$ cat src/rtl/ram_mux_rr_if.sv
// ---------------------------------------------------------------------------
// ram_mux_rr_if
//
// Purpose: bundles the master-side request/response signals and the RAM-side
// signals of the ram_mux_rr arbiter into one interface.
//
// Ports / signals (per-port fields are packed, port 0 in the LSBs):
//   port_req_i     NUM_PORTS             request per master
//   port_gnt_o     NUM_PORTS             one-hot (or zero) grant
//   port_rvalid_o  NUM_PORTS             response valid per master
//   port_addr_i    NUM_PORTS*ADDR_WIDTH  byte addresses
//   port_we_i      NUM_PORTS             write enables
//   port_be_i      NUM_PORTS*IN_WIDTH/8  byte enables
//   port_wdata_i   NUM_PORTS*IN_WIDTH    write data
//   port_rdata_o   NUM_PORTS*IN_WIDTH    read data
//   ram_en_o/ram_addr_o/ram_we_o/ram_be_o/ram_wdata_o  RAM command
//   ram_rdata_i    OUT_WIDTH             RAM read data
//
// Modports: slave = the arbiter itself, master = the masters + RAM model side.
// ---------------------------------------------------------------------------
interface ram_mux_rr_if #(
  parameter int NUM_PORTS  = 4,
  parameter int ADDR_WIDTH = 32,
  parameter int IN_WIDTH   = 32,
  parameter int OUT_WIDTH  = 64
) ();

  logic [NUM_PORTS-1:0]              port_req_i;
  logic [NUM_PORTS-1:0]              port_gnt_o;
  logic [NUM_PORTS-1:0]              port_rvalid_o;
  logic [NUM_PORTS*ADDR_WIDTH-1:0]   port_addr_i;
  logic [NUM_PORTS-1:0]              port_we_i;
  logic [NUM_PORTS*IN_WIDTH/8-1:0]   port_be_i;
  logic [NUM_PORTS*IN_WIDTH-1:0]     port_wdata_i;
  logic [NUM_PORTS*IN_WIDTH-1:0]     port_rdata_o;

  logic                              ram_en_o;
  logic [ADDR_WIDTH-1:0]             ram_addr_o;
  logic                              ram_we_o;
  logic [OUT_WIDTH/8-1:0]            ram_be_o;
  logic [OUT_WIDTH-1:0]              ram_wdata_o;
  logic [OUT_WIDTH-1:0]              ram_rdata_i;

  modport slave (
    input  port_req_i, port_addr_i, port_we_i, port_be_i, port_wdata_i,
    input  ram_rdata_i,
    output port_gnt_o, port_rvalid_o, port_rdata_o,
    output ram_en_o, ram_addr_o, ram_we_o, ram_be_o, ram_wdata_o
  );

  modport master (
    output port_req_i, port_addr_i, port_we_i, port_be_i, port_wdata_i,
    output ram_rdata_i,
    input  port_gnt_o, port_rvalid_o, port_rdata_o,
    input  ram_en_o, ram_addr_o, ram_we_o, ram_be_o, ram_wdata_o
  );

endinterface

$ cat src/rtl/ram_mux_rr.sv
// ---------------------------------------------------------------------------
// ram_mux_rr
//
// Purpose: N-port arbiter and width adapter in front of a single-ported data
// RAM. One master is granted per cycle (fixed priority or round-robin), its
// narrow access is steered onto the matching lane of the wide RAM word, and
// the response (read data or write acknowledge) returns on that master's
// rvalid RAM_LATENCY cycles after the grant.
//
// Ports:
//   clk    clock
//   rst_n  asynchronous active-low reset
//   bus    ram_mux_rr_if.slave: master request/response bundle + RAM command
//          and read data (see ram_mux_rr_if.sv)
//
// Parameters:
//   NUM_PORTS    2..8 masters
//   ADDR_WIDTH   byte address width
//   IN_WIDTH     master data width (8/16/32/64), <= OUT_WIDTH
//   OUT_WIDTH    RAM data width, OUT_WIDTH/IN_WIDTH a power of two
//   ARB_MODE     0 = fixed priority (port 0 highest), 1 = round-robin
//   RAM_LATENCY  1 or 2 cycles from grant to rvalid
// ---------------------------------------------------------------------------
module ram_mux_rr #(
  parameter int NUM_PORTS   = 4,
  parameter int ADDR_WIDTH  = 32,
  parameter int IN_WIDTH    = 32,
  parameter int OUT_WIDTH   = 64,
  parameter int ARB_MODE    = 1,
  parameter int RAM_LATENCY = 1
) (
  input  logic          clk,
  input  logic          rst_n,
  ram_mux_rr_if.slave   bus
);

  localparam int IN_BYTES  = IN_WIDTH / 8;
  localparam int OUT_BYTES = OUT_WIDTH / 8;
  localparam int LANES     = OUT_WIDTH / IN_WIDTH;
  localparam int LANE_W    = (LANES > 1) ? $clog2(LANES) : 1;
  localparam int LANE_LSB  = $clog2(IN_BYTES);
  localparam int IDX_W     = $clog2(NUM_PORTS);
  localparam int LAST      = RAM_LATENCY - 1;

  genvar gi;

  // -------------------------------------------------------------------------
  // Per-port views of the packed request fields
  // -------------------------------------------------------------------------
  logic [ADDR_WIDTH-1:0] addr_arr  [NUM_PORTS];
  logic [IN_BYTES-1:0]   be_arr    [NUM_PORTS];
  logic [IN_WIDTH-1:0]   wdata_arr [NUM_PORTS];
  logic [LANE_W-1:0]     lane_arr  [NUM_PORTS];

  for (gi = 0; gi < NUM_PORTS; gi++) begin : g_unpack
    assign addr_arr[gi]  = bus.port_addr_i[gi*ADDR_WIDTH +: ADDR_WIDTH];
    assign be_arr[gi]    = bus.port_be_i[gi*IN_BYTES +: IN_BYTES];
    assign wdata_arr[gi] = bus.port_wdata_i[gi*IN_WIDTH +: IN_WIDTH];
    if (LANES > 1) begin : g_lane
      // Lane = which IN_WIDTH slice of the RAM word the byte address hits.
      assign lane_arr[gi] = addr_arr[gi][LANE_LSB +: LANE_W];
    end else begin : g_nolane
      assign lane_arr[gi] = '0;
    end
  end

  // -------------------------------------------------------------------------
  // Arbitration
  // -------------------------------------------------------------------------
  logic [IDX_W-1:0] rr_ptr_reg;
  logic [IDX_W-1:0] rr_ptr_next;
  logic [IDX_W-1:0] winner;
  logic             any_req;
  logic             found;
  logic [IDX_W-1:0] cand;
  int               cand_int;

  assign any_req = |bus.port_req_i;

  always_comb begin
    winner   = '0;
    found    = 1'b0;
    cand     = '0;
    cand_int = 0;
    for (int i = 0; i < NUM_PORTS; i++) begin
      if (ARB_MODE == 0) begin
        cand_int = i;
      end else begin
        // Rotate the search so it starts at rr_ptr and wraps at NUM_PORTS
        // (NUM_PORTS need not be a power of two).
        cand_int = int'(rr_ptr_reg) + i;
        if (cand_int >= NUM_PORTS) begin
          cand_int = cand_int - NUM_PORTS;
        end
      end
      cand = IDX_W'(cand_int);
      if (!found && bus.port_req_i[cand]) begin
        found  = 1'b1;
        winner = cand;
      end
    end
  end

  always_comb begin
    bus.port_gnt_o = '0;
    if (any_req) begin
      bus.port_gnt_o[winner] = 1'b1;
    end
  end

  always_comb begin
    rr_ptr_next = rr_ptr_reg;
    if (any_req) begin
      if (winner == IDX_W'(NUM_PORTS - 1)) begin
        rr_ptr_next = '0;
      end else begin
        rr_ptr_next = winner + 1'b1;
      end
    end
  end

  always_ff @(posedge clk or negedge rst_n) begin
    if (!rst_n) begin
      rr_ptr_reg <= '0;
    end else begin
      rr_ptr_reg <= rr_ptr_next;
    end
  end

  // -------------------------------------------------------------------------
  // RAM command: winner's fields, lane-steered
  // -------------------------------------------------------------------------
  logic [IN_BYTES-1:0] win_be;
  logic [IN_WIDTH-1:0] win_wdata;
  logic [LANE_W-1:0]   win_lane;

  assign win_be    = be_arr[winner];
  assign win_wdata = wdata_arr[winner];
  assign win_lane  = lane_arr[winner];

  assign bus.ram_en_o    = any_req;
  assign bus.ram_addr_o  = addr_arr[winner];
  assign bus.ram_we_o    = bus.port_we_i[winner];
  assign bus.ram_be_o    = OUT_BYTES'(win_be) << (int'(win_lane) * IN_BYTES);
  // Replicating the data means the RAM only needs the byte enables to pick
  // the lane; no data shifter required.
  assign bus.ram_wdata_o = {LANES{win_wdata}};

  // -------------------------------------------------------------------------
  // Response pipeline
  // -------------------------------------------------------------------------
  // Valid and port index travel the full depth. The lane is only ever needed
  // at stage 0: with latency 1 stage 0 is the responding stage, with latency
  // 2 the read data is captured out of stage 0 into the output register.
  logic             stage_valid_reg [RAM_LATENCY];
  logic [IDX_W-1:0] stage_idx_reg   [RAM_LATENCY];
  logic [LANE_W-1:0] stage0_lane_reg;

  always_ff @(posedge clk or negedge rst_n) begin
    if (!rst_n) begin
      for (int s = 0; s < RAM_LATENCY; s++) begin
        stage_valid_reg[s] <= 1'b0;
        stage_idx_reg[s]   <= '0;
      end
      stage0_lane_reg <= '0;
    end else begin
      stage_valid_reg[0] <= any_req;
      stage_idx_reg[0]   <= winner;
      stage0_lane_reg    <= win_lane;
      for (int s = 1; s < RAM_LATENCY; s++) begin
        stage_valid_reg[s] <= stage_valid_reg[s-1];
        stage_idx_reg[s]   <= stage_idx_reg[s-1];
      end
    end
  end

  logic             rsp_valid;
  logic [IDX_W-1:0] rsp_idx;
  logic [IN_WIDTH-1:0] lane_data;

  assign rsp_valid = stage_valid_reg[LAST];
  assign rsp_idx   = stage_idx_reg[LAST];
  assign lane_data = bus.ram_rdata_i[stage0_lane_reg*IN_WIDTH +: IN_WIDTH];

  always_comb begin
    bus.port_rvalid_o = '0;
    if (rsp_valid) begin
      bus.port_rvalid_o[rsp_idx] = 1'b1;
    end
  end

  if (RAM_LATENCY == 1) begin : g_lat1
    // Responding port sees the RAM lane directly; every port keeps a copy of
    // its last response so it holds while other ports are being served.
    for (gi = 0; gi < NUM_PORTS; gi++) begin : g_port
      logic [IN_WIDTH-1:0] hold_reg;
      logic                hit;

      assign hit = rsp_valid && (rsp_idx == IDX_W'(gi));

      always_ff @(posedge clk or negedge rst_n) begin
        if (!rst_n) begin
          hold_reg <= '0;
        end else if (hit) begin
          hold_reg <= lane_data;
        end
      end

      assign bus.port_rdata_o[gi*IN_WIDTH +: IN_WIDTH] = hit ? lane_data : hold_reg;
    end
  end else begin : g_lat2
    // Extra timing stage: the RAM word present while the request sits in
    // stage 0 is registered, so it leaves the block together with rvalid one
    // cycle later with no combinational path from ram_rdata_i.
    for (gi = 0; gi < NUM_PORTS; gi++) begin : g_port
      logic [IN_WIDTH-1:0] rdata_reg;

      always_ff @(posedge clk or negedge rst_n) begin
        if (!rst_n) begin
          rdata_reg <= '0;
        end else if (stage_valid_reg[0] && (stage_idx_reg[0] == IDX_W'(gi))) begin
          rdata_reg <= lane_data;
        end
      end

      assign bus.port_rdata_o[gi*IN_WIDTH +: IN_WIDTH] = rdata_reg;
    end
  end

endmodule
$ cat src/flat_wrapper.sv
// flat-port wrapper written by rule: the top's interface ports become plain ports
module ram_mux_rr_flat 
#(
  parameter int NUM_PORTS   = 4,
  parameter int ADDR_WIDTH  = 32,
  parameter int IN_WIDTH    = 32,
  parameter int OUT_WIDTH   = 64,
  parameter int ARB_MODE    = 1,
  parameter int RAM_LATENCY = 1
)
  (clk, rst_n, bus_port_req_i, bus_port_addr_i, bus_port_we_i, bus_port_be_i, bus_port_wdata_i, bus_ram_rdata_i, bus_port_gnt_o, bus_port_rvalid_o, bus_port_rdata_o, bus_ram_en_o, bus_ram_addr_o, bus_ram_we_o, bus_ram_be_o, bus_ram_wdata_o);
  ram_mux_rr_if #(.NUM_PORTS(NUM_PORTS), .ADDR_WIDTH(ADDR_WIDTH), .IN_WIDTH(IN_WIDTH), .OUT_WIDTH(OUT_WIDTH)) bus_i ();
  input  logic clk;
  input  logic rst_n;
  input wire logic [$bits(bus_i.port_req_i)-1:0] bus_port_req_i;
  input wire logic [$bits(bus_i.port_addr_i)-1:0] bus_port_addr_i;
  input wire logic [$bits(bus_i.port_we_i)-1:0] bus_port_we_i;
  input wire logic [$bits(bus_i.port_be_i)-1:0] bus_port_be_i;
  input wire logic [$bits(bus_i.port_wdata_i)-1:0] bus_port_wdata_i;
  input wire logic [$bits(bus_i.ram_rdata_i)-1:0] bus_ram_rdata_i;
  output wire logic [$bits(bus_i.port_gnt_o)-1:0] bus_port_gnt_o;
  output wire logic [$bits(bus_i.port_rvalid_o)-1:0] bus_port_rvalid_o;
  output wire logic [$bits(bus_i.port_rdata_o)-1:0] bus_port_rdata_o;
  output wire logic [$bits(bus_i.ram_en_o)-1:0] bus_ram_en_o;
  output wire logic [$bits(bus_i.ram_addr_o)-1:0] bus_ram_addr_o;
  output wire logic [$bits(bus_i.ram_we_o)-1:0] bus_ram_we_o;
  output wire logic [$bits(bus_i.ram_be_o)-1:0] bus_ram_be_o;
  output wire logic [$bits(bus_i.ram_wdata_o)-1:0] bus_ram_wdata_o;
  assign bus_i.port_req_i = bus_port_req_i;
  assign bus_i.port_addr_i = bus_port_addr_i;
  assign bus_i.port_we_i = bus_port_we_i;
  assign bus_i.port_be_i = bus_port_be_i;
  assign bus_i.port_wdata_i = bus_port_wdata_i;
  assign bus_i.ram_rdata_i = bus_ram_rdata_i;
  assign bus_port_gnt_o = bus_i.port_gnt_o;
  assign bus_port_rvalid_o = bus_i.port_rvalid_o;
  assign bus_port_rdata_o = bus_i.port_rdata_o;
  assign bus_ram_en_o = bus_i.ram_en_o;
  assign bus_ram_addr_o = bus_i.ram_addr_o;
  assign bus_ram_we_o = bus_i.ram_we_o;
  assign bus_ram_be_o = bus_i.ram_be_o;
  assign bus_ram_wdata_o = bus_i.ram_wdata_o;
  ram_mux_rr #(.NUM_PORTS(NUM_PORTS), .ADDR_WIDTH(ADDR_WIDTH), .IN_WIDTH(IN_WIDTH), .OUT_WIDTH(OUT_WIDTH), .ARB_MODE(ARB_MODE), .RAM_LATENCY(RAM_LATENCY)) u_core (.clk(clk), .rst_n(rst_n), .bus(bus_i));
endmodule
$ cat config.mk
export PLATFORM = sky130hd
export DESIGN_NAME = ram_mux_rr_flat
export DESIGN_NICKNAME = d
export VERILOG_FILES = /design/src/rtl/ram_mux_rr_if.sv /design/src/rtl/ram_mux_rr.sv /design/src/flat_wrapper.sv
export SDC_FILE = /design/constraint.sdc
export NUM_CORES = 1
export LEC_CHECK = 0
export BUFFER_PORTS_ARGS = -buffer_cell sky130_fd_sc_hd__buf_2
export CORE_AREA = 2 2 227 229
export CTS_CLUSTER_DIAMETER = 40
export DETAILED_ROUTE_END_ITERATION = 10
export DIE_AREA = 0 0 229 231
export PLACE_DENSITY = 0.46
export SLEW_MARGIN = 40
export SYNTH_ARGS = -nofsm -noshare
export SYNTH_HDL_FRONTEND = slang
export SYNTH_SLANG_ARGS = --single-unit
$ cat constraint.sdc
create_clock -name clk -period 3.4 [get_ports clk]
set_clock_uncertainty 0.15 [all_clocks]
set_input_delay 0.17 -clock clk [delete_from_list [all_inputs] [get_ports clk]]
set_output_delay 0.17 -clock clk [all_outputs]
set_load 0.01 [all_outputs]
### After elaboration in Yosys (flattened, before gate mapping)

Cells that the tools add are included.

* equality and inequality tests: 4
* $lt $le $gt $ge: 13
* reductions and logical operators: 14
* muxes and demuxes: 44
* add/subtract/negate cells: 8
* shift operators: 2
* bitwise logic cells: 1

Operators with widths (number)
* $mux W32: 8
* $bmux W32 S2: 2
* $shiftx A64 B7 Y32: 1
* $lt A2 B3 Y1 const B: 6
* $mux W2: 9
* $mux W4: 4
* $bmux W1 S2: 6
* $ge A3 B3 Y1 const B: 4
* $mux W1: 12
* $logic_and A1 B1 Y1: 9
* $bmux W4 S2: 1
* $shl A4 B3 Y8: 1
* $sub A2 B1 Y2 const B: 4
* $add A2 B2 Y3 const B: 2
* $eq A2 B2 Y1 const B: 3
* $demux W1 S2: 2
* $ge A2 B1 Y1 const B: 2
* $reduce_or A4 Y1: 1
* $add A2 B1 Y3 const B: 1
* $ge A2 B3 Y1 const B: 1
* $logic_not A1 Y1: 3
* $not A2 Y3: 1
* $add A2 B1 Y2 const B: 1
* $eq A2 B1 Y1 const B: 1
* $logic_not A2 Y1: 1

* bits in registers: 134
* output and inout bits: 242
* input port bits: 346
* logic and storage cells: 94

### Depth between registers and ports, before layout

Gate-level depths: netlist of the first run.

* depth in word-level cells: 19
* gate-level depth with buffers: 9
* depth with buffers taken out: 6

### Worst setup path before layout of the first run

Ideal clock, no wire load.

* path type: register to register
* from: register u_core.rr_ptr_reg[0]
* to: register u_core.rr_ptr_reg[1]
* period minus slack after synthesis: 2.297 ns
* data required time: 3.125 ns
* arrival: 2.022 ns
* cell stages (with the launch flop): 8
* setup slack: 1.103 ns
* path through: dfrtp_1 nor2b_1 a21o_1 a211oi_4 buf_2 buf_1 ha_1 mux2_2

* longest elaborated chain between the ends: 16

Ends and longest elaborated chain
* start, declared: RTL line ram_mux_rr.sv:70 `logic [IDX_W-1:0] rr_ptr_reg;`
* start signal, assigned: RTL line ram_mux_rr.sv:126 `rr_ptr_reg <= rr_ptr_next;`
* branches (longest 13 deep; another with $add A2 B1 Y3)
* $mux W2 (*): RTL line ram_mux_rr.sv:97 `if (!found && bus.port_req_i[cand]) begin`
* named net u_core.winner[0]: RTL line ram_mux_rr.sv:72 `logic [IDX_W-1:0] winner;`
* $add A2 B1 Y2 / $eq A2 B2 Y1 (equally long branches): RTL line ram_mux_rr.sv:117, ram_mux_rr.sv:114
* $mux W2 (*): RTL line ram_mux_rr.sv:114 `if (winner == IDX_W'(NUM_PORTS - 1)) begin`

Mark *: on every way through the listed nets, which the timed path passes. The select of a mux whose other input is x is not followed.
A chain may end at the register's enable or synchronous reset.

### Worst setup path after layout of the first run

* from: register u_core.rr_ptr_reg[0]
* to: output port bus_ram_be_o[5]

* longest elaborated chain between the ends: 19

Ends and longest elaborated chain
* branches (longest 13 deep; another with $add A2 B1 Y3)
* $mux W2 (*): RTL line ram_mux_rr.sv:97
* $not A2 Y3 (not written as such) (*): RTL line ram_mux_rr.sv:137, ram_mux_rr.sv:139
* $bmux W4 S2 / $bmux W1 S2 (equally long branches): RTL line ram_mux_rr.sv:137, ram_mux_rr.sv:139
* $mux W4 (not written as such) / $mux W1 (equally long branches) (2 in series): RTL line ram_mux_rr.sv:137, ram_mux_rr.sv:139
* $shl A4 B3 Y8 (*): RTL line ram_mux_rr.sv:144 `assign bus.ram_be_o = OUT_BYTES'(win_be) << (int'(win_lane) * IN_BYTES);`
* end, declared: RTL line flat_wrapper.sv:27 `output wire logic [$bits(bus_i.ram_be_o)-1:0] bus_ram_be_o;`

Mark *: on every way between the ends. The select of a mux whose other input is x is not followed.

==> results of run 1 <==
==> critical path: stages, from the launching register on <==
cell	delay [ns]
dfrtp_1	0.39
nor2b_1	0.26
a211o_2	0.38
buf_4	0.38
and3_1	0.21
a211oi_1	0.05
buf_4	0.18
nor4_1	0.37
buf_2	0.23
==> how the worst max path moves through the flow <==
stage | startpoint | end | slack (ns) | depth (start not counted)
after floorplan | u_core.rr_ptr_reg[0] | u_core.rr_ptr_reg[1] | 1.10 | 7
after global placement | u_core.rr_ptr_reg[1] | bus_ram_wdata_o[36] | 0.35 | 8
after detailed placement | u_core.rr_ptr_reg[1] | bus_ram_wdata_o[4] | 0.33 | 8
after CTS | u_core.rr_ptr_reg[1] | bus_ram_wdata_o[4] | 0.01 | 8
after global routing | u_core.rr_ptr_reg[0] | bus_ram_be_o[5] | 0.01 | 8
final | u_core.rr_ptr_reg[0] | bus_ram_be_o[5] | 0.17 | 8
==> synthesized netlist by cell type <==
cell	n	area share, %
a211oi_1	77	7.6
nor2_1	35	1.7
and3_1	74	6.1
nand2b_1	2	0.16
inv_2	2	0.099
o21ai_0	98	6.4
nor4_1	5	0.41
nand3_1	5	0.33
dfrtp_1	134	44
a21oi_1	34	2.2
inv_1	6	0.30
nor2b_1	6	0.49
a21o_1	2	0.20
nor3b_1	1	0.099
buf_2	16	1.1
a211o_1	1	0.12
a31oi_1	64	5.3
nand3b_1	2	0.20
mux2i_1	32	4.2
ha_1	4	0.66
buf_4	34	3.4
buf_1	4	0.20
clkbuf_1	63	3.1
o21a_1	1	0.099
a211oi_4	1	0.26
nand2_1	225	11
mux2_2	1	0.15
==> timing repair <==
| action | 4_1_cts | 5_1_grt |
|---|---|---|
| endpoints found under the setup margin | 4 | 19 |
| gates resized for setup | 2 | 1 |
| buffers inserted | 0 | 0 |
| endpoints found under the hold margin | 90 | 0 |
| hold buffers | 30 | 0 |
==> kinds of logic after synthesis <==
group                      synth area share [%]
DFF                                        44.1
and+or+nand+nor                            20.6
adders and majority gates                 0.658
buffers and inverters                      8.11
AOI/OAI and AO/OA                          22.2
muxes                                      4.36
==> per-layer routing <==
layer / vias up / share of wire [%]
met1: 4287 / 40
met3: 53 / 5.7
met4: 8 / 3.2
met2: 408 / 51
li1: 4346 / -
met5: - / 0.12
==> stage by stage <==
stage	worst slack, ns	utilization, %	power (W)
finish	0.168	23.8	0.0116
global route	0.0103	23.8	0.0125
CTS	0.0147	23.7	0.0119
detailed placement	0.330	22.0	0.00983
global placement	0.353	22.0	0.00975
floorplan	1.10	-	0.00666
==> power by group through the flow <==
stage	Combinational [W]	Sequential, W	Clock (W)
CTS	0.00730	0.00261	0.00196
finish	0.00716	0.00260	0.00187
global placement	0.00714	0.00261	0
detailed placement	0.00719	0.00264	0
global route	0.00783	0.00269	0.00202
floorplan	0.00410	0.00255	0
==> cell type report <==
| type | instances | area, µm² | share of cell area [%] |
|---|---|---|---|
| sequential | 134 | 3350 | 27.8 |
| clock inverter | 8 | 123 | 1.02 |
| antenna | 5 | 12.5 | 0.104 |
| tap | 680 | 851 | 7.06 |
| timing repair buffer | 644 | 3530 | 29.3 |
| inverter | 8 | 32.5 | 0.270 |
| multi-input combinational | 670 | 3680 | 30.5 |
| clock buffer | 24 | 472 | 3.91 |
==> reports/metrics.cfg, run 1 <==
[outcome]
run_status=complete, no violations

[sta]
slew-limit-headroom_pct=55.7
period_minus_slack_ns=3.23
rsz0062_at_grt=false
fmax_mhz=309
fin_crit_sh_pct=95.1
slew_violations=0
fin_hold_ws_ns=0.0334
tightest_slew_ns=0.646
setup_viol=0
timing_hold_violations_final=0
setup_tns_ns=0

[final_layout]
largest_reg_flops=128
syn2layout_area_growth_pct=58.4
design_area_um2=12100
layout_common_cells=buf_2 (586), nand2_1 (225), dfrtp_1 (133)
final_common_cell=buf_2
final_nets=1825
drive_gt1_share_pct=44.0
nFillCells=5700
stdcell_count=2173

[pwr]
seq_power_share_pct=22.4
p_comb_share_pct=61.5
switching_share_pct=47.6
p_sw_w=0.00554
p_leak_nw=6.18
peakVddDrop_mv=0.347
cellPowerDensity_nw_per_um2=966
clock_power_share_pct=16.1
cellInternalPower_w=0.00610

[worst_setup_path]
path_class=reg2out
startpoint_type=flip-flop
critPathMaxFanout=34
r2r_start=u_core.rr_ptr_reg[0]
reg2reg_slack_ns=1.14
cp_data_arrival_time_ns=2.91
endpoint_kind=output pin
r2r_end=u_core.stage0_lane_reg
reg2regPathDepth=6
critPathRequiredTime_ns=3.08

[hold_path]
whs_endpoint=u_core.g_lat1.g_port[0].hold_reg[30]
hold_class=in2reg
hp-start=bus_ram_rdata_i[62]
min_path_cells=3

[die]
die_w_um=229
io-pin-count=588
die-area_um2=52900
core_area_um2=50700
start_util_pct=15.0
die_h_um=231
rows=83

[logic_synthesis]
synth_nets=1279
synthesis.area_um2=7610
synthCells=929
yosysWarnings=0
syn_avg_cell_area_um2=8.19
synth_cell_types=27
synth_sequential_area_ratio_pct=44.1
ys_ff_latch=134

[global_routing]
overflow=0
antenna_found_initial=18
met2_usage_pct=29.1
grt_util_met3_pct=3.78
grt_start_max_net_pins=138
grt_pass1_vias=9005
grt_busiest_layer=met2
use_met1_pct=18.6
track_usage_pct=16.1
grt_pass1_wl_um=62100

[detailed_routing]
via_count=9102
drt_iter0_markers=446
drc=0
wl_per_cell_um=20.3
via_per_inst=4.19
firstDrtPassIters=5
routed_wl_um=44200
ant_nets=0

[clocking]
insertion_delay_ns=0.45
h-tree-depth=4
cts_tree=done
cts_buffer_depth=2
clk_transition_reported_paths_ns=0.06
clockRootBuffer=clkbuf_16
cts_buffers=17
clock_sinks=134

[placed_design]
portBuffers=587
gp_congestion=0.860
place_area_um2=11100
hpwl_um=36200
placed_cells=2105

[job]
cap_violations=0

Note: power is estimated with default switching activity, not from simulation.
==> inputs of run 2 (changes only) <==
--- a/config.mk
+++ b/config.mk
@@ -5,12 +5,14 @@
 export SDC_FILE = /design/constraint.sdc
 export NUM_CORES = 1
 export LEC_CHECK = 0
+export ABC_AREA = 1
 export BUFFER_PORTS_ARGS = -buffer_cell sky130_fd_sc_hd__buf_2
-export CORE_AREA = 2 2 227 229
+export CORE_AREA = 2 2 228 230
 export CTS_CLUSTER_DIAMETER = 40
+export CTS_CLUSTER_SIZE = 30
 export DETAILED_ROUTE_END_ITERATION = 10
-export DIE_AREA = 0 0 229 231
-export PLACE_DENSITY = 0.46
+export DIE_AREA = 0 0 230 232
+export PLACE_DENSITY = 0.48
 export SLEW_MARGIN = 40
 export SYNTH_ARGS = -nofsm -noshare
 export SYNTH_HDL_FRONTEND = slang
==> run 2 against run 1 <==
Sequential share of layout area shrank 1.7 points. Largest power group unchanged. Wire length shrank 11%. Cell count grew 2.3%. Worst hold slack lost 0.0065 ns. Fmax grew 3.6%. Register-to-register slack lost 0.18 ns. Die area grew 0.87%. Non-clock buffer count shrank 25. Final area grew 6.5%. Critical path type unchanged. Sequential power is essentially flat. Via count shrank 2.1%.
==> reports/metrics.cfg, run 2 <==
[logic_synthesis]
async_flop_share_pct=100
synth_nets=1325
synth_area_leaders=dfrtp_1 (39%), mux2_2 (21%), o211ai_1 (11%)
syn_avg_cell_area_um2=8.88
synth-xor-area-share_pct=0
synth_sequential_area_ratio_pct=38.7
synthAdderAreaFrac_pct=0.578
synthCells=975
synth_top_area_share_pct=38.7
ys.flop_type=dfrtp_1
synth.most_common_cell=nand2_1
yosys.area_share.simple_pct=14.2
synthTopCellsByCount=nand2_1 (239), mux2_2 (160), inv_1 (147)
synth_top_family_by_area=multiplexers
synth_edf_count=0
synth_compound_area_share_pct=11.3
synth_cell_types=21
yosysWarnings=0
synth_top_area_cell=dfrtp_1
ys_ff_latch=134
synth.area.mux_share_pct=20.8
synthesis.area_um2=8660

[sta]
setup_tns_ns=0
tightest_slew_ns=0.733
timing_hold_violations_final=0
fin_hold_ws_ns=0.0269
setup_viol=0
fmax_mhz=321
slew-limit-headroom_pct=51.1
fin_crit_sh_pct=91.7
period_minus_slack_ns=3.12
slew_violations=0
rsz0062_at_grt=false

[global_routing]
grt_pass1_vias=8748
track_usage_pct=13.7
antenna_found_initial=21
grt_start_max_net_pins=94
overflow=0
grt_pass1_wl_um=54300

[placed_design]
portBuffers=587
hpwl_um=31800
placed_cells=2168
gp_congestion=0.909
place_area_um2=12000

[final_layout]
seqCellArea_um2=3350
largest_reg_flops=128
multi_input_area_um2=4140
final_core_util_pct=25.2
drive_gt1_share_pct=54.1
design_area_um2=12800
nFillCells=5634
final_nets=1871
final_common_cell=buf_2
layout_common_cells=buf_2 (586), nand2_1 (239), mux2_2 (160)
syn2layout_area_growth_pct=48.2
stdcell_count=2224

[detailed_routing]
drt_iter0_markers=347
via_count=8913
ant_nets=0
routed_wl_um=39300
via_per_inst=4.01
firstDrtPassIters=4
wl_per_cell_um=17.7
drc=0

[die]
core_area_um2=50900
die_w_um=230
rows=83
die-area_um2=53400
start_util_pct=17.0
io-pin-count=588
die_h_um=232

[pwr]
peakVddDrop_mv=0.804
cellPowerDensity_nw_per_um2=1450
p_leak_nw=6.79

[worst_setup_path]
reg2reg_slack_ns=0.96
critPathMaxFanout=25
startpoint_type=flip-flop
r2r_end=u_core.rr_ptr_reg[1]
r2r_start=u_core.rr_ptr_reg[0]
path_class=reg2out
startpoint=u_core.rr_ptr_reg[0]
endpoint_kind=output pin
critPathRequiredTime_ns=3.08
cp_data_arrival_time_ns=2.80
reg2regPathDepth=13

[clocking]
h-tree-depth=4
cts_buffers=17
cts_tree=done
clk_transition_reported_paths_ns=0.06
clockRootBuffer=clkbuf_16
clock_sinks=134
cts_buffer_depth=2
insertion_delay_ns=0.42

[job]
cap_violations=0

[hold_path]
min_path_cells=3
hp-start=bus_ram_rdata_i[45]
whs_endpoint=u_core.g_lat1.g_port[1].hold_reg[13]
hold_class=in2reg

[outcome]
run_status=complete, no violations

-- run 2: changes by cell type in the layout (fill, tap and decap cells not counted), moves of 34 or more --
cell | previous run | this run
o211ai_1 | 0 | 128
a21oi_1 | 34 | 0
o21ai_0 | 98 | 3
a211oi_1 | 75 | 0
and3_1 | 74 | 0
a31oi_1 | 63 | 0
inv_1 | 5 | 147
mux2_2 | 1 | 160
-- run 2: metrics by stage --
| stage | setup slack (ns) | power (W) |
|---|---|---|
| floorplan | 1.18 | 0.0119 |
| global placement | 0.588 | 0.0164 |
| detailed placement | 0.557 | 0.0166 |
| CTS | 0.0664 | 0.0186 |
| global route | 0.0435 | 0.0200 |
| finish | 0.282 | 0.0186 |
-- run 2: cells by family (layout without fill, tap and decap cells) --
kind of cell / after synthesis / in the layout
and+or+nand+nor: 301 / 304
buffers and inverters: 245 / 801
muxes: 160 / 160
DFF: 134 / 134
AOI/OAI and AO/OA: 131 / 131
adders and majority gates: 4 / 4
other: 0 / 10
-- run 2: worst max path at each step --
stage | end | slack [ns] | cells after the start
floorplan | bus_ram_wdata_o[32] | 1.18 | 14
global placement | bus_port_gnt_o[2] | 0.59 | 15
detailed placement | bus_ram_addr_o[13] | 0.56 | 13
CTS | bus_ram_addr_o[13] | 0.07 | 13
global route | bus_ram_be_o[6] | 0.04 | 16
finish | bus_ram_wdata_o[27] | 0.28 | 13
-- run 2: final cells by class --
class | instances | share of cell area (%)
Antenna cell | 10 | 0.195
Multi-Input combinational cell | 599 | 32.2
Tap cell | 680 | 6.63
Timing Repair Buffer | 619 | 25.5
Sequential cell | 134 | 26.1
Inverter | 150 | 4.40
Clock inverter | 14 | 1.46
Clock buffer | 18 | 3.42
-- run 2: per-layer routing --
metal / vias to the layer above / global-route usage, % / routed length, µm
met5: - / 0 / 77
met4: 12 / 6.59 / 1520
met3: 54 / 4.49 / 3390
met2: 407 / 23.6 / 19000
met1: 4144 / 15.2 / 15300
li1: 4296 / - / -
-- run 2: report_power, final --
part / internal (W) / total, W / switching [W]
clock network: 0.00119 / 0.00195 / 0.000751
registers: 0.00243 / 0.00263 / 0.000207
logic: 0.00533 / 0.0140 / 0.00870
total: 0.00895 / 0.0186 / 0.00966
-- run 2: critical path: stages (launching register included) --
cell and delay [ns]:
dfrtp_2 0.45, buf_4 0.16, nand2_2 0.08, nand3_1 0.12, nand2_2 0.14, inv_1 0.10, nand2_1 0.12, nand3_4 0.21
nand2_8 0.22, buf_4 0.28, nand2_1 0.11, o211ai_1 0.09, nand2_1 0.11, buf_2 0.17
-- run 2: repair_timing --
| item | in CTS | in global routing |
|---|---|---|
| hold buffers | 5 | 0 |
| setup buffers | 0 | 6 |
| setup endpoints to repair | 0 | 105 |
| hold endpoints to repair | 97 | 0 |
| resized for setup | 0 | 3 |
==> inputs of run 3 (changes only) <==
==> constraint.sdc (replaced) <==
create_clock -name clk -period 3.4 [get_ports clk]
set_clock_uncertainty 0.15 [all_clocks]
set_input_delay 0.51 -clock clk [delete_from_list [all_inputs] [get_ports clk]]
set_output_delay 0.51 -clock clk [all_outputs]
set_load 0.01 [all_outputs]
==> run 3 against run 2 <==
The flow now finishes with violations (setup timing). Sequential share of layout area down 1.6 points. Fmax down 8.5%. First-iteration DRC count up 8.1%. Highest routed layer unchanged.
==> reports/metrics.cfg, run 3 (synthesis gave the netlist of run 2 again) <==
[detailed_routing]
firstDrtPassIters=4
drt_iter0_markers=375
ant_nets=0
drc=0
routed_wl_um=43000
via_count=9199
via_per_inst=4.08
wl_per_cell_um=19.0

[outcome]
failed_checks=setup timing
run_status=complete, but fails checks

[worst_setup_path]
r2r_start=u_core.rr_ptr_reg[1]
critPathRequiredTime_ns=2.74
reg2reg_slack_ns=0.99
slowest_delay_ns=0.46
cp_slowest_cell=dfrtp_2
path_class=reg2out
critPathMaxFanout=8
r2r_end=u_core.rr_ptr_reg[1]
crit_path_frequent_cell=nand2_2
startpoint_type=flip-flop
path_cells=buf_6, nand2_2, nand2_2, nand2_2, nand2_4, nor2_4, nand2_2, nand3_4, nand2_8, clkbuf_16, buf_4, o211ai_1, nand2_1, buf_2
reg2regPathDepth=14
cp_data_arrival_time_ns=2.75
endpoint_kind=output pin

[hold_path]
hp-start=u_core.g_lat1.g_port[1].hold_reg[8]
hold_class=reg2reg
min_path_cells=1
whs_endpoint=u_core.g_lat1.g_port[1].hold_reg[8]

[final_layout]
seqCellArea_um2=3350
drive_gt1_share_pct=57.0
syn2layout_area_growth_pct=57.7
largest_reg_flops=128
multi_input_area_um2=4260
layout_common_cells=buf_2 (574), nand2_1 (217), mux2_2 (160)
stdcell_count=2257
final_nets=1906
nFillCells=5550
final_common_cell=buf_2

[global_routing]
track_usage_pct=14.6
grt_pass1_vias=8996
overflow=0
grt_pass1_wl_um=57600
antenna_found_initial=20
grt_start_max_net_pins=77

[placed_design]
placed_cells=2177
dpl_worst_slack_ns=0.104
hpwl_um=32100
gp_congestion=0.920
portBuffers=587

[clocking]
insertion_delay_ns=0.42
cts_tree=done
clock_sinks=134
h-tree-depth=4
cts_buffer_depth=2
clk_transition_reported_paths_ns=0.06
clockRootBuffer=clkbuf_16
cts_buffers=17

[sta]
period_minus_slack_ns=3.41
setup_viol=1
fin_crit_sh_pct=100
tightest_slew_ns=0.740
slew-limit-headroom_pct=50.6
slew_violations=0
fmax_mhz=294
rsz0062_at_grt=true
timing_hold_violations_final=0
setup_ws_ns=-0.00670

[die]
core_area_um2=50900
start_util_pct=17.0
io-pin-count=588
die_h_um=232
die-area_um2=53400
die_w_um=230
rows=83

[job]
cap_violations=0

==> run 3: cell types whose count changed in the layout (fill, tap and decap cells not counted), sizes merged, moves of 4 or more <==
cell and change:
buf +28, clkbuf +11, dlygate4sd3 -4, inv -6
==> run 3: critical path, delay by kind of cell (launching register included) <==
family | cells | cell delay (ns)
compound gates | 1 | 0.26
buf+inv | 4 | 0.68
simple gates | 9 | 0.90
flops | 1 | 0.46
==> run 3: worst max path at each step <==
stage,cells after the start,slack (ns),startpoint,endpoint
2_1_floorplan,14,0.84,u_core.rr_ptr_reg[0],bus_ram_wdata_o[32]
3_3_place_gp,13,0.17,u_core.rr_ptr_reg[0],bus_ram_wdata_o[32]
3_5_place_dp,13,0.10,u_core.rr_ptr_reg[0],bus_ram_wdata_o[32]
4_1_cts,14,-0.01,u_core.rr_ptr_reg[0],bus_ram_wdata_o[13]
5_1_grt,14,-0.11,u_core.rr_ptr_reg[0],bus_ram_addr_o[13]
6_report,14,-0.007,u_core.rr_ptr_reg[0],bus_ram_addr_o[13]
==> run 3: repair_timing <==
item / CTS / global route
setup buffers: 13 / 9
pin swaps: 17 / 49
hold buffers: 1 / 0
gates resized for setup: 23 / 60
endpoints found under the hold margin: 39 / 0
cloned: 5 / 14
endpoints found under the setup margin: 109 / 107
==> run 3: through the flow <==
step                      TNS (ns)  hold slack, ns  utilization (%)  cell area (µm²)
after floorplan                  0          0.0644                -             8660
after global placement           0           0.325             23.8            12100
after detailed placement         0           0.332             23.8            12100
after CTS                  -0.0724           0.344             25.7            13100
after global routing         -3.82           0.356             26.8            13600
final                     -0.00670           0.341             26.8            13700
==> run 3: routing by layer <==
| layer | vias to the layer above | track usage, % | share of wire, % |
|---|---|---|---|
| met5 | - | 0 | 0.27 |
| met4 | 16 | 6.15 | 3.6 |
| met3 | 67 | 4.33 | 7.9 |
| met2 | 414 | 26.0 | 50 |
| met1 | 4326 | 16.2 | 39 |
| li1 | 4376 | - | - |
==> run 3: area by class of cell <==
type / instances / share of cell area, %
clock buffers: 18 / 3.14
flip-flops and latches: 134 / 24.6
multi-input cells: 599 / 31.2
clock inverters: 14 / 1.51
repair buffers: 654 / 29.0
diodes: 8 / 0.147
well taps: 680 / 6.23
inverters: 150 / 4.18
Power of run 3 is not shown: default switching activity piles up to over one toggle a cycle in this logic, so the estimate is an artifact.
